<file path="config.mk">
export PLATFORM = sky130hd
export DESIGN_NAME = led_pattern_ctrl
export DESIGN_NICKNAME = d
export VERILOG_FILES = /design/src/rtl/led_pattern_ctrl.sv
export SDC_FILE = /design/constraint.sdc
export NUM_CORES = 1
export LEC_CHECK = 0
export CAP_MARGIN = 20
export CELL_PAD_IN_SITES_DETAIL_PLACEMENT = 1
export CELL_PAD_IN_SITES_GLOBAL_PLACEMENT = 1
export CORE_UTILIZATION = 45
export CTS_CLUSTER_DIAMETER = 80
export CTS_CLUSTER_SIZE = 30
export DETAILED_ROUTE_END_ITERATION = 8
export DONT_BUFFER_PORTS = 1
export GPL_TIMING_DRIVEN = 0
export MAX_ROUTING_LAYER = met4
export PLACE_DENSITY_LB_ADDON = 0.1
export RECOVER_POWER = 100
export SYNTH_ARGS = -nofsm -noshare
export SYNTH_HDL_FRONTEND = slang
export SYNTH_SLANG_ARGS = --single-unit
</file>
<file path="constraint.sdc">
create_clock -name clk -period 5.1 [get_ports clk]
set_input_delay 0.51 -clock clk [delete_from_list [all_inputs] [get_ports clk]]
set_output_delay 0.51 -clock clk [all_outputs]
set_load 0.05 [all_outputs]
</file>
<file path="src/rtl/led_pattern_ctrl.sv">
// led_pattern_ctrl: per-channel LED pattern generator
// modes OFF / ON / BLINK / BURST with done pulse
module led_pattern_ctrl #(
  parameter int N_CH     = 4,
  parameter int HALF_CYC = 62_500_000,
  parameter int CNT_W    = 32,
  parameter int BURST_W  = 4
) (
  input  logic                clk,
  input  logic                rst,
  input  logic                en,
  input  logic [2*N_CH-1:0]   mode,
  input  logic [N_CH-1:0]     restart,
  input  logic [BURST_W-1:0]  burst_n,
  output logic [N_CH-1:0]     led,
  output logic [N_CH-1:0]     busy,
  output logic [N_CH-1:0]     done
);

  localparam logic [CNT_W-1:0] LAST =
    CNT_W'(HALF_CYC - 1);

  typedef enum logic [2:0] {
    S_OFF,
    S_ON,
    S_BLINK,
    S_BURST,
    S_DONE
  } state_t;

  state_t             st_q  [N_CH];
  state_t             st_d  [N_CH];
  logic [1:0]         mq_q  [N_CH];
  logic [1:0]         mq_d  [N_CH];
  logic [CNT_W-1:0]   cnt_q [N_CH];
  logic [CNT_W-1:0]   cnt_d [N_CH];
  logic [BURST_W-1:0] rem_q [N_CH];
  logic [BURST_W-1:0] rem_d [N_CH];
  logic [N_CH-1:0]    led_d;
  logic [N_CH-1:0]    busy_d;
  logic [N_CH-1:0]    done_d;

  // next-state and output decode, one channel per iteration
  always_comb begin : nxt
    logic [1:0] m;
    logic       ent;
    logic       lst;
    m      = '0;
    ent    = 1'b0;
    lst    = 1'b0;
    led_d  = led;
    busy_d = busy;
    done_d = '0;
    for (int i = 0; i < N_CH; i++) begin
      st_d[i]  = st_q[i];
      mq_d[i]  = mq_q[i];
      cnt_d[i] = cnt_q[i];
      rem_d[i] = rem_q[i];
      m   = mode[2*i +: 2];
      ent = (m != mq_q[i]) || restart[i];
      lst = (cnt_q[i] == LAST);
      if (!en) begin
        st_d[i]   = S_OFF;
        mq_d[i]   = 2'b00;
        cnt_d[i]  = '0;
        led_d[i]  = 1'b0;
        busy_d[i] = 1'b0;
      end else if (ent) begin
        mq_d[i]  = m;
        cnt_d[i] = '0;
        unique case (m)
          2'b00: begin
            st_d[i]   = S_OFF;
            led_d[i]  = 1'b0;
            busy_d[i] = 1'b0;
          end
          2'b01: begin
            st_d[i]   = S_ON;
            led_d[i]  = 1'b1;
            busy_d[i] = 1'b0;
          end
          2'b10: begin
            st_d[i]   = S_BLINK;
            led_d[i]  = 1'b1;
            busy_d[i] = 1'b0;
          end
          default: begin
            rem_d[i] = burst_n;
            if (burst_n == '0) begin
              st_d[i]   = S_DONE;
              led_d[i]  = 1'b0;
              busy_d[i] = 1'b0;
              done_d[i] = 1'b1;
            end else begin
              st_d[i]   = S_BURST;
              led_d[i]  = 1'b1;
              busy_d[i] = 1'b1;
            end
          end
        endcase
      end else begin
        unique case (1'b1)
          (st_q[i] == S_BLINK): begin
            if (lst) begin
              cnt_d[i] = '0;
              led_d[i] = ~led[i];
            end else begin
              cnt_d[i] = cnt_q[i] + CNT_W'(1);
            end
          end
          (st_q[i] == S_BURST): begin
            if (lst) begin
              cnt_d[i] = '0;
              if (led[i]) begin
                led_d[i] = 1'b0;
              end else begin
                rem_d[i] = rem_q[i] - BURST_W'(1);
                if (rem_q[i] == BURST_W'(1)) begin
                  st_d[i]   = S_DONE;
                  busy_d[i] = 1'b0;
                  done_d[i] = 1'b1;
                end else begin
                  led_d[i] = 1'b1;
                end
              end
            end else begin
              cnt_d[i] = cnt_q[i] + CNT_W'(1);
            end
          end
          (st_q[i] == S_DONE): begin
            cnt_d[i] = '0;
            led_d[i] = 1'b0;
          end
          default: begin
            cnt_d[i] = '0;
          end
        endcase
      end
    end
  end

  // channel state and registered outputs
  always_ff @(posedge clk or posedge rst) begin
    if (rst) begin
      led  <= '0;
      busy <= '0;
      done <= '0;
      for (int i = 0; i < N_CH; i++) begin
        st_q[i]  <= S_OFF;
        mq_q[i]  <= 2'b00;
        cnt_q[i] <= '0;
        rem_q[i] <= '0;
      end
    end else begin
      led  <= led_d;
      busy <= busy_d;
      done <= done_d;
      for (int i = 0; i < N_CH; i++) begin
        st_q[i]  <= st_d[i];
        mq_q[i]  <= mq_d[i];
        cnt_q[i] <= cnt_d[i];
        rem_q[i] <= rem_d[i];
      end
    end
  end

endmodule

</file>
Yosys cells after proc, flatten, opt, wreduce, memory -nomap -nowiden --
Cells that the tools add are included.
Cells by class: shift operators 0, bitwise logic cells 4, multiplexer cells 163, equality and inequality tests 72, $add $sub $neg 8, reduce and logical (&&, ||, !) cells 41, div/mod/pow operators 0, multiply operators 0, $lt $le $gt $ge 0
Operator list (count):
- 32-bit two-way mux | 16
- 32-bit by 1-bit adder with 32-bit output, second input constant | 4
- 32-bit by 26-bit == test with 1-bit output, second input constant | 4
- 1-bit two-way mux | 82
- 4-bit two-way mux | 20
- 3-bit two-way mux | 25
- 3-bit by 1-bit != test with 1-bit output, second input constant | 12
- 3-bit case mux with 3 select lines | 4
- 4-bit != test, second input constant | 8
- 3-bit by 2-bit == test with 1-bit output, second input constant | 8
- 5-bit by 1-bit != test with 1-bit output, second input constant | 4
- 5-bit AND reduction | 4
- 4-bit by 1-bit == test with 1-bit output, second input constant | 4
- 2-bit two-way mux | 8
- 2-bit by 1-bit != test with 1-bit output, second input constant | 8
- 4-bit AND reduction | 4
- 2-bit nonzero test | 8
- 2-bit OR reduction | 8
- 4-bit by 1-bit subtractor with 4-bit output, second input constant | 4
- 3-bit == test, second input constant | 4
- 3-bit by 2-bit != test with 1-bit output, second input constant | 4
- 1-bit case mux with 3 select lines | 4
- 3-bit AND reduction | 4
- 3-bit OR reduction | 4
- 9 further kinds | 33
Storage, ports and cells: register bits after elaboration 176, bits in writable memories 0, memory bits (read-only) 0, memories 0, latch bits 0, logic and storage cells 313

Depth between registers and ports, before layout --
Gate-level depths: netlist of run 1.
depth after elaboration 7, mapped depth 9, mapped depth without buffers 7

Worst setup path before layout of run 1 --
OpenSTA, ideal clock, no wires.
path kind reg-to-reg, start register led[3], end register rem_q[1] (netlist name), path buffers 0, path slack 2.865 ns, stages on the path, launching flop included 6, required time 4.975 ns, library setup time 0.125 ns, arrival 2.111 ns, cells stage by stage dfrtp_1 -> or4bb_1 -> nor4_1 -> nand3_1 -> o21ai_2 -> mux2_2
On the way: longest elaborated chain between the ends 2
Ends and longest elaborated chain:
- start, declared | RTL line 15 | output logic [N_CH-1:0] led,
- start signal, assigned | RTL line 155 | led <= led_d;
- 2-bit by 1-bit != test with 1-bit output (no source line)
- 5-bit AND reduction (no source line)
- end signal, assigned by index | RTL line 162 | rem_q[i] <= rem_d[i];
- end, declared | RTL line 37 | logic [BURST_W-1:0] rem_q [N_CH];
No other way between the ends. A chain may end at the register's enable or synchronous reset.

==> results of run 1 <==
[sequential cells by signal (all words and copies together), names as in the netlist]
register,cells
rem_q,16
done,4
mq_q,8
busy,4
st_q,12
led,4
cnt_q,128
[worst paths after layout]
| path | to | slack, ns | depth (start not counted) |
|---|---|---|---|
| max in group asynchronous | cnt_q[46] | 2.11 | 4 |
| min | mq_q[3] | 0.21 | 2 |
| min in group asynchronous | cnt_q[30] | 0.27 | 1 |
| max | cnt_q[112] | 2.10 | 9 |
| max reg2reg | cnt_q[112] | 2.10 | 9 |
| min reg2reg | cnt_q[96] | 0.48 | 1 |
[routing by layer]
| metal | share of wire [%] | vias to the layer above | wire length, um |
|---|---|---|---|
| met5 | 0 | - | 0 |
| li1 | - | 3812 | - |
| met4 | 0.82 | 0 | 201 |
| met2 | 47 | 91 | 11500 |
| met1 | 49 | 3980 | 12000 |
| met3 | 3.4 | 13 | 844 |
[cell usage after synthesis (5+ instances only)]
cell,number,area [um2]
o2bb2ai_1,7,61.3
o21ai_0,18,90.1
dfrtp_1,176,4400
nor4_1,35,219
nand2_1,70,263
and4_1,14,123
or3_1,25,156
nor4bb_1,10,100
buf_2,8,40.0
nor3b_1,8,60.1
nand4_1,47,294
nor4b_1,19,166
nor2b_1,11,68.8
inv_1,37,139
xor2_1,68,596
a21oi_1,24,120
clkbuf_1,24,90.1
and3_1,21,131
nor2_1,169,634
nand3b_1,5,37.5
nor3_1,21,105
nand3_1,69,345
a31oi_1,6,37.5
and2_1,9,56.3
ha_1,26,325
xnor2_1,50,438
mux2_2,6,67.6
[cells by family (layout without fill, tap and decap cells)]
kind of cell / Yosys count / after routing / synth area share, %
simple gates: 564 / 564 / 31.1
flops: 176 / 176 / 44.7
xor+xnor: 118 / 118 / 10.5
compound gates: 94 / 94 / 6.37
buf+inv: 73 / 111 / 3.00
fa+ha+maj: 26 / 26 / 3.30
mux: 9 / 9 / 0.991
[power by group through the flow]
stage | sequential (mW) | combinational [mW] | clock [mW]
detailed placement | 1.53 | 0.212 | 0
finish | 1.50 | 0.206 | 1.24
floorplan | 1.52 | 0.158 | 0
global route | 1.51 | 0.238 | 1.33
global placement | 1.53 | 0.199 | 0
CTS | 1.50 | 0.214 | 1.28
[worst max-delay path, stage by stage (launching register included)]
cell,delay (ns)
dfrtp_1,0.38
ha_1,0.24
and4_1,0.20
clkbuf_1,0.40
nand4_1,0.15
nor4_1,0.53
or3_1,0.20
clkbuf_1,0.22
clkbuf_1,0.42
nor2_1,0.11
[metrics by stage]
stage                     instance area [um2]  power (mW)  hold slack, ns  instances
final                                   10700        2.95           0.208       1373
after global routing                    10700        3.08           0.193       1373
after CTS                               10800        2.99          0.0865       1373
after detailed placement                10300        1.74           0.474       1341
after global placement                  10200        1.73           0.478       1335
after floorplan                          9850        1.67           0.448       1060
[cell type report]
class	count	area share [%]
plain buffers	36	1.27
clock buffers	21	4.38
clock inverters	11	0.757
inverters	37	1.30
multi-input cells	811	47.6
flip-flops and latches	176	41.0
well taps	275	3.20
repair buffers	6	0.535
==> run summary, run 1 <==
The run finished, with violations left. The checks that failed: max-capacitance violations, max-slew violations. Routability-driven placement finished with a final weighted congestion of just under 0.8. The most used flip-flop cell after synthesis is dfrtp_1. The detailed-routing iteration count for the pre-antenna-repair pass is 4. After detailed routing, the number of remaining DRC violations is 0. The critical path is of the flip-flop to flip-flop type. The total via count in the routed design came out at roughly 7900. The synthesized netlist contains between 60 and 70 unique library cells.

The leakage dissipation is between 4 and 5 nW. The cell count after synthesis is around 1100. The count of buffers inserted at the top-level ports is 0. The number of cell rows came out at 53.

The met3 global-route usage is between 4 and 5%. The clock latency of the later-clocked register in the worst-skew pair is between 0.4 and 0.5 ns. For the worst setup path, the data required time is about 5.4 ns. The cell-internal power came out at roughly 2.2 mW. The post-route netlist has approximately 4.8% of its cells at a drive strength greater than 1. The vertical die dimension came out at 150 um. The number of pins with negative max-slew slack in the final report is 79.

Headroom to the max-slew limit came out at -50.8%. 0 antenna diodes ended up in the layout. The count of warnings emitted by yosys came out at 0. The fraction of registers with async set/reset is between 90% and 100%. In this run the power spent charging and discharging nets is 765 uW.

The number of enable-type register cells in the synthesized netlist came out at 0. The final worst slack is 2.10 ns. The post-CTS setup repair buffer count is 0. The post-placement worst setup slack is roughly 2.3 ns. The first-pass GRT wire length came out at between 40000 and 50000 um. Counting every sink on the clock net gives about 180. Per report_power, the combinational group accounts for around 7% of the total. At the pin with the least slew margin, the transition time is ~2.3 ns. In the layout the commonest cells are 176 x dfrtp_1, 169 x nor2_1, 70 x nand2_1. The type of the worst min-delay path is input port to flip-flop. The leading cell type in the layout, fill and taps excluded is dfrtp_1. The number of antenna violations at the first check in global routing is 0. The beginning of the critical path is cnt_q[96]. The area of the core region is 21200 um2. The global routing stage identified its most utilized layer as met2.

The depth of the CTS H-tree is 4. The clock network fraction of total power came out at a little over two fifths. The DRC marker count from the first detailed-route iteration came out at roughly 380.

The portion of the post-synthesis area used by sequential elements is between 40 and 50%. The startpoint identified for the worst register-to-register timing path is cnt_q[96]. The switching share of total power is roughly a quarter. The post-route clock period utilization came out at 58.8%. STA classifies the critical path startpoint as a flip-flop. The overall die area came out at 22500 um2. The effective utilization at floorplan is 46.4%.

The shortest period the worst path allows is ~3 ns. The count of antenna-violating nets left after detailed routing is 0. The total half-perimeter wirelength after legalization and detailed placement is about 18000 um. TritonCTS built the clock tree. The synthesized cell area is roughly 9800 um2. The clock passes through at most 2 buffers. The startpoint of the lowest-slack hold path is mode[5]. The total length of routed wires is about 25000 um. The detailed-route vias per instance is about 5.8. The max-cap check violation count came out at 2. The final total negative setup slack came out at 0 ns. The maximum ir drop on the vdd rail came out at between 0.15 and 0.2 mV.

Global routing consumed, on the met2 layer, ~37% of the routing resources. The post-synthesis sequential element count is about 180. The power density normalized to cell area is approximately 270 nW/um2. The sequential power share came out at between 50% and 60%.

The post-synthesis area per instance came out at about 9.3 um2. The number of hold-slack violations in the final timing report is 0. The number of gates given a new drive strength after cts came out at 0. The clock-pin slew reported for the worst setup and hold paths after clock tree synthesis came out at ~0.070 ns. The maximum number of pins on one net before global-route repair came out at 42. The number of fillers in the final layout is between 2000 and 2500. The footprint of the multi-input gates is about 5100 um2. In the final design database the tool counted ~1100 nets. The root buffer cell chosen for the clock tree is clkbuf_16.

The final clock skew came out at ~0.018 ns. The quantity of hold-fixing buffers added after cts is 0. The fmax is 334 MHz. The leftover overflow at the end of global routing came out at 0. At the worst endpoint, the arrival time is ~3.3 ns.

The number of global-route vias before repair is around 8000. The top fanout value on the critical path is 10. The x dimension of the die came out at about 150 um. 31 I/O pins were placed. In the global route stage, overall resource usage came out at between 20 and 25%. The met1 track demand over resource in global routing came out at between 30% and 40%. The share of the core filled with cells is 50.7%.

The number of buffers inserted during clock tree synthesis came out at 17. Setup repair after global routing left no endpoint under its margin. STA classifies the critical path endpoint as a flip-flop.

The area growth from synthesis to layout came out at 9.19%. The number of failing setup endpoints in the final timing report is 0. Synthesis produced a netlist with a net count of 1105. The sequential cell area is ~4400 um2. After detailed routing, the average wire length per cell comes to 17.9 um.
(Power assumes the default switching activity.)
==> inputs of run 2 (changes only) <==
Clock period 5.1 ns to 2.7 ns, I/O delays scaled along.
==> run 2 against run 1 <==
The run still ends with max-capacitance violations, max-slew violations left. Utilization increased by 0.73 points. Sequential cell count unchanged. Register-to-register slack got worse by 2.0 ns. Die area unchanged. Wire length increased by 1.2%. Clock-buffer cell count unchanged. First-iteration DRC count decreased by 14%. Combinational power increased by 95%. Worst setup slack got worse by 2.0 ns. Clock skew decreased by 0.00093 ns. Critical path depth decreased by 4.
==> run summary, run 2 (synthesis results as in run 1) <==
Dividing the detail-routed wire length by the instance count gives ~18 um. The leading cell type in the layout, fill and taps excluded is dfrtp_1. The critical setup path kind is flip-flop to flip-flop. Detailed placement ended at an HPWL of ~18000 um. The first global-routing pass estimated 42000 um of wire. The clock-pin slew reported for the worst setup and hold paths after clock tree synthesis came out at around 0.060 ns. The detailed-route vias per instance is 5.75.

The share of total power dissipated in combinational logic is under 10%. The min-delay analysis places its worst path in the category input port to flip-flop. The number of placed instances with taps included came out at approximately 1300. The final clock skew came out at 0.0173 ns.

Entering global routing, the biggest net connects 42 pins. After detailed placement, the total cell area comes to a little over 10000 um2. The top fanout value on the critical path is 4. The worst relative slew slack came out at -1.03%.

The overall die area is 22500 um2. The clock tree synthesis step divided the H-tree into 4 levels. The leakage dissipation came out at approximately 4.2 nW. Setup violations remaining at the end of the flow were counted as 0.

The top register by number of flip-flops is cnt_q. The count of buffers inserted at the top-level ports came out at 0. The clock network fraction of total power came out at between 40% and 50%. At the worst endpoint, the required time is ~3 ns.

The number of pins with negative max-slew slack in the final report was 33. The first TritonRoute pass finished after 4 iterations. Measured along the x axis, the die boundary spans approximately 150 um. Dividing the final minimum period by the clock period gives a little over nine tenths. 31 I/O pins were placed. The register with the most flip-flops in the layout has 128 of them. The deepest clock path buffer count came out at 2. The worst setup path is captured at a flip-flop. The floorplan has 53 rows. The remaining design rule violation count is 0. The data arrival time of the worst path is approximately 2.9 ns. The final reports fail on max-capacitance violations, max-slew violations. The number of global-route vias before repair is 8137.

The number of cells in the finished layout apart from fillers came out at around 1400. The final total negative setup slack is 0 ns. The DRC marker count from the first detailed-route iteration came out at around 330.

The area growth from synthesis to layout is 10.8%. The cell-internal power came out at 4.14 mW. In this run, flip-flops and latches consume about 51% of the power. The total length of routed wires came out at around 25000 um. The slew at the pin with the worst max-slew slack is 1.51 ns.

In the layout the commonest cells are 176 x dfrtp_1, 169 x nor2_1, 70 x nand2_1. The vertical die dimension came out at ~150 um. The clock latency of the later-clocked register in the worst-skew pair is around 0.43 ns.

The overall routing resource usage is between 20% and 30%. The power density normalized to cell area came out at about 500 nW/um2. The leftover overflow at the end of global routing came out at 0. Across all layers, the routed design uses a little under 8000 vias. The region available for standard cell placement spans ~21000 um2. The count of antenna-violating nets left after detailed routing is 0. In the final layout, the registers with the most flip-flops are cnt_q x128, rem_q x16, st_q x12.

The fmax came out at slightly below 400 MHz. The effective utilization at floorplan is a little under half. In the final layout, the share of cells above drive strength 1 is under 10%.

The maximum ir drop on the vdd rail is roughly 0.32 mV. The congestion estimate from routability-driven global placement came to a little under 0.8. The launching element type of the critical path is a flip-flop. The number of antenna violations at the first check in global routing was 0. In this run switching power makes up 25.9% of total power. The net count of the finished layout is approximately 1100. The number of hold-slack violations in the final timing report is 0. The run finished, with violations left. The clock tree from TritonCTS is done.

The switching power total is about 1.4 mW. Across all hold checks on the routed design, the worst slack comes to between 0.015 and 0.02 ns. The root buffer cell is clkbuf_16.

The shortest period the worst path allows is between 2 and 3 ns. The total non-filler cell area in the finished layout is 10900 um2. The number of buffers inserted during clock tree synthesis is 17. The max-cap check violation count is 1.

0 antenna diodes ended up in the layout. The number of sinks driven by the clock tree came out at between 150 and 200.
==> run 2: cell types whose count changed in the layout (fill, tap and decap cells not counted), sizes merged <==
cell | previous run | this run
buf | 5 | 12
clkbuf | 58 | 55
dlygate4sd3 | 0 | 8
==> run 2: worst paths after layout <==
path	startpoint	endpoint	slack, ns	depth (start not counted)
worst max-delay path	led[0]	rem_q[13]	0.15	5
worst min-delay path	mode[0]	mq_q[6]	0.02	2
worst max register to register	led[0]	rem_q[13]	0.15	5
worst min register to register	cnt_q[96]	cnt_q[96]	0.48	1
max in group asynchronous	rst	cnt_q[46]	0.43	5
min in group asynchronous	rst	cnt_q[12]	0.65	2
==> run 2: critical path, stage by stage (launching register included) <==
cell and delay [ns]:
dfrtp_1 0.60, nor4bb_1 0.61, nand4_1 0.24, nor4_2 0.38
or2_0 0.26, mux2_2 0.35
==> run 2: power by group through the flow <==
| stage | logic (mW) | registers [mW] | clock network [mW] |
|---|---|---|---|
| floorplan | 0.299 | 2.86 | 0 |
| global placement | 0.375 | 2.89 | 0 |
| detailed placement | 0.400 | 2.89 | 0 |
| CTS | 0.415 | 2.84 | 2.41 |
| global route | 0.463 | 2.85 | 2.52 |
| finish | 0.401 | 2.84 | 2.34 |
==> run 2: what timing repair did <==
item | 4_1_cts | 5_1_grt
setup buffers | 0 | 4
gates resized for setup | 1 | 4
pin swaps | 0 | 0
hold buffers | 8 | 0
endpoints found under the setup margin | 1 | 61
endpoints found under the hold margin | 38 | 0
==> run 2: area by class of cell <==
| class | count | area (um2) |
|---|---|---|
| Sequential cell | 176 | 4400 |
| Fill cell | 2465 | 10300 |
| Multi-Input combinational cell | 811 | 5140 |
| Clock inverter | 11 | 81.3 |
| Tap cell | 275 | 344 |
| Clock buffer | 21 | 470 |
| Buffer | 36 | 151 |
| Inverter | 37 | 140 |
| Timing Repair Buffer | 18 | 173 |
==> run 2: layer usage <==
metal	share of wire, %	vias to the layer above	track usage, %
met1	49	4020	32.9
met4	0.75	0	5.20
met5	0	-	-
met2	47	80	37.9
met3	2.9	12	4.60
li1	-	3845	-
==> run 2: metrics by stage <==
stage	worst slack [ns]	power (mW)	utilization (%)
6_report	0.150	5.58	51.4
4_1_cts	0.0110	5.67	51.5
3_5_place_dp	-0.0841	3.29	48.5
2_1_floorplan	0.177	3.16	-
5_1_grt	-0.00127	5.84	51.4
3_3_place_gp	-0.967	3.26	48.0
==> inputs of run 3 (changes only) <==
Settings changed: CORE_UTILIZATION 45 to 30, SETUP_SLACK_MARGIN set to 0.05.
==> run 3 against run 2 <==
The run still ends with max-capacitance violations, max-slew violations left. Combinational power rose by 2%. First-iteration DRC count fell by 2.4%. Sequential cell count did not move. Via count fell by 1.1%. Sequential share of layout area fell by 1.3 points. Clock-buffer cell count fell by 1. Worst setup slack improved by 0.040 ns. Power rose by 7.7%. Maximum frequency rose by 1.6%. Critical path type unchanged. Largest power group unchanged. Highest routed layer unchanged.
==> run summary, run 3 (synthesis results as in run 1) <==
The flow ran to the end, but the final reports show violations. The final reports fail on max-capacitance violations, max-slew violations. The launching element type of the critical path is a flip-flop. The worst hold slack across all endpoints came out at about 0.036 ns. Measured on the finished design, the core utilization comes to a little over a third. The number of placed instances with taps included came out at around 1500. In this run the most critical hold path is launched from burst_n[0]. Setup repair after global routing left no endpoint under its margin. The post-place instance area is approximately 11000 um2.

The x dimension of the die is between 150 and 200 um. The number of flip-flops in the largest register is about 130. The total half-perimeter wirelength after legalization and detailed placement came out at 19200 um. The post-route clock period utilization came out at a little over 90%. In the routed design, unresolved DRC markers number 0. The worst hold path terminates at rem_q[8]. After detailed routing, the number of vias per cell comes to approximately 5. The fmax is between 300 and 400 MHz. In this design, the largest share of critical-path delay is due to simple AND/OR/NAND/NOR gates.

Ranked by flip-flop count, first place goes to cnt_q. The root buffer cell is clkbuf_16. The detailed-routing iteration count for the pre-antenna-repair pass came out at 4. In this run, CTS created clock tree buffers numbering 17. The leakage dissipation is approximately 4.3 nW. The vertical die dimension came out at 183 um. The area growth from synthesis to layout is 14.3%. STA classifies the critical path endpoint as a flip-flop. The instance count along the most critical hold path came out at 2. The depth of the CTS H-tree came out at 4. For the pin with the worst max-slew slack, the measured transition is roughly 1.5 ns. The number of hold-slack violations in the final timing report is 0. The top fanout value on the critical path is 6. The startpoint identified for the worst register-to-register timing path is cnt_q[64]. The detailed router finished its first iteration with between 300 and 400 violations. The leftover overflow at the end of global routing came out at 0. In this run the critical register-to-register path is captured at rem_q[8]. Power comes to roughly 6.0 mW. The number of inserted diodes is 0. The number of global-route vias before repair is 8373. The library cell used most frequently in the layout, excluding fill and tap cells, is dfrtp_1. The cell at the slowest stage of the critical path is nor4_1. Leaving out fill and tap cells, the most frequent cells in the layout are 175 x dfrtp_1, 169 x nor2_1, 70 x nand2_1.

The number of ports placed on the die boundary came out at 31. The buffers plus inverters on the worst setup path came out at 0. The number of cells in the finished layout apart from fillers is around 1500. Counting every sink on the clock net gives 176. The number of cell rows is between 60 and 70. The data arrival time of the worst path is ~2.8 ns.

The floorplan step defined a core boundary enclosing around 32000 um2. The setup path with the least slack is of type flip-flop to flip-flop. The largest registers in the layout are cnt_q x128, rem_q x16, st_q x12. The number of antenna violations at the first check in global routing is 0. The deepest clock path buffer count came out at 2.

The effective utilization at floorplan came out at 30.9%. The global placer's final weighted congestion came out at between 0.7 and 0.8. The maximum single-stage delay on the critical path came out at around 0.63 ns.

IR analysis of the VDD net gives a maximum drop of 0.476 mV. For the worst-skew pair, the clock arrives at the later sink with an insertion delay of about 0.45 ns. The signal on the critical path passes through ha_1 -> nand4_1 -> or2_2 -> nor4_1 -> a31oi_1 -> a211o_1.

The number of failing setup endpoints in the final timing report is 0. On the final layout, the worst clock skew is between 0.01 and 0.015 ns. The slack of the worst reg-to-reg path came out at around 0.19 ns. The clock tree from TritonCTS is done.

The maximum number of pins on one net before global-route repair is 38. In this run the tightest slew margin relative to its limit is -0.773%. The required arrival time at the worst endpoint came out at between 3 and 4 ns. The first-pass GRT wire length came out at 45700 um. The routed design could run at a clock period as short as roughly 2.5 ns.

The worst hold path belongs to the class input port to flip-flop. For this block, the routed nets add up to roughly 27000 um of wire. The routed layout has 7868 vias. The number of pins with negative max-slew slack in the final report came to 32. The total non-filler cell area in the finished layout came out at between 10000 and 15000 um2. The wire length per cell is 17.3 um. The length in cells of the worst reg-to-reg path is 6. The fraction of final layout cells sized beyond drive strength 1 is under 10%.

The count of buffers inserted at the top-level ports came out at 0. The overall routing resource usage is between 15 and 20%. Counting buffers and inverters, the worst setup path is 6 cells deep.

Across the run, the number of max-cap violations was 1. The overall die area is approximately 34000 um2. The count of antenna-violating nets left after detailed routing came out at 0.

Clock-pin slew was measured on the worst setup and hold paths at ~0.070 ns. The number of nets at the end of the flow is roughly 1100. The power density normalized to cell area came out at approximately 530 nW/um2.
## run 3: per-layer routing
metal | GRT usage [%] | routed length, um
met5 | - | 0
met3 | 4.05 | 839
met4 | 3.40 | 212
met1 | 24.1 | 13600
met2 | 26.7 | 12000
## run 3: cell type report
class	instances	area, um2
fillers	3711	20600
well taps	435	544
inverters	37	140
multi-input cells	811	5160
clock inverters	12	180
flip-flops and latches	176	4410
repair buffers	18	200
clock buffers	20	467
plain buffers	35	154
## run 3: through the flow
step,setup TNS [ns],worst slack [ns]
finish,0,0.190
global route,0,0.0378
CTS,0,0.0508
detailed placement,-1.48,-0.233
global placement,-215.28,-1.23
floorplan,0,0.177
## run 3: where the power goes
group / switching [mW] / internal (mW) / total [mW] / leakage (nW)
registers: 0.127 / 2.71 / 2.84 / 2.39
logic: 0.241 / 0.169 / 0.411 / 1.62
clock network: 1.13 / 1.63 / 2.75 / 0.313
total: 1.50 / 4.51 / 6.01 / 4.32
## run 3: what timing repair did
item	4_1_cts	5_1_grt
resized for setup	3	13
setup endpoints to repair	35	95
hold buffers	9	0
setup buffers	0	2
endpoints found under the hold margin	78	0
## run 3: worst max path at each step
stage	start	end	slack (ns)
finish	cnt_q[64]	rem_q[8]	0.19
detailed placement	led[0]	done[0]	-0.23
global route	cnt_q[64]	cnt_q[85]	0.04
floorplan	rst	busy[0]	0.18
CTS	led[0]	done[0]	0.05
global placement	rst	cnt_q[67]	-1.23
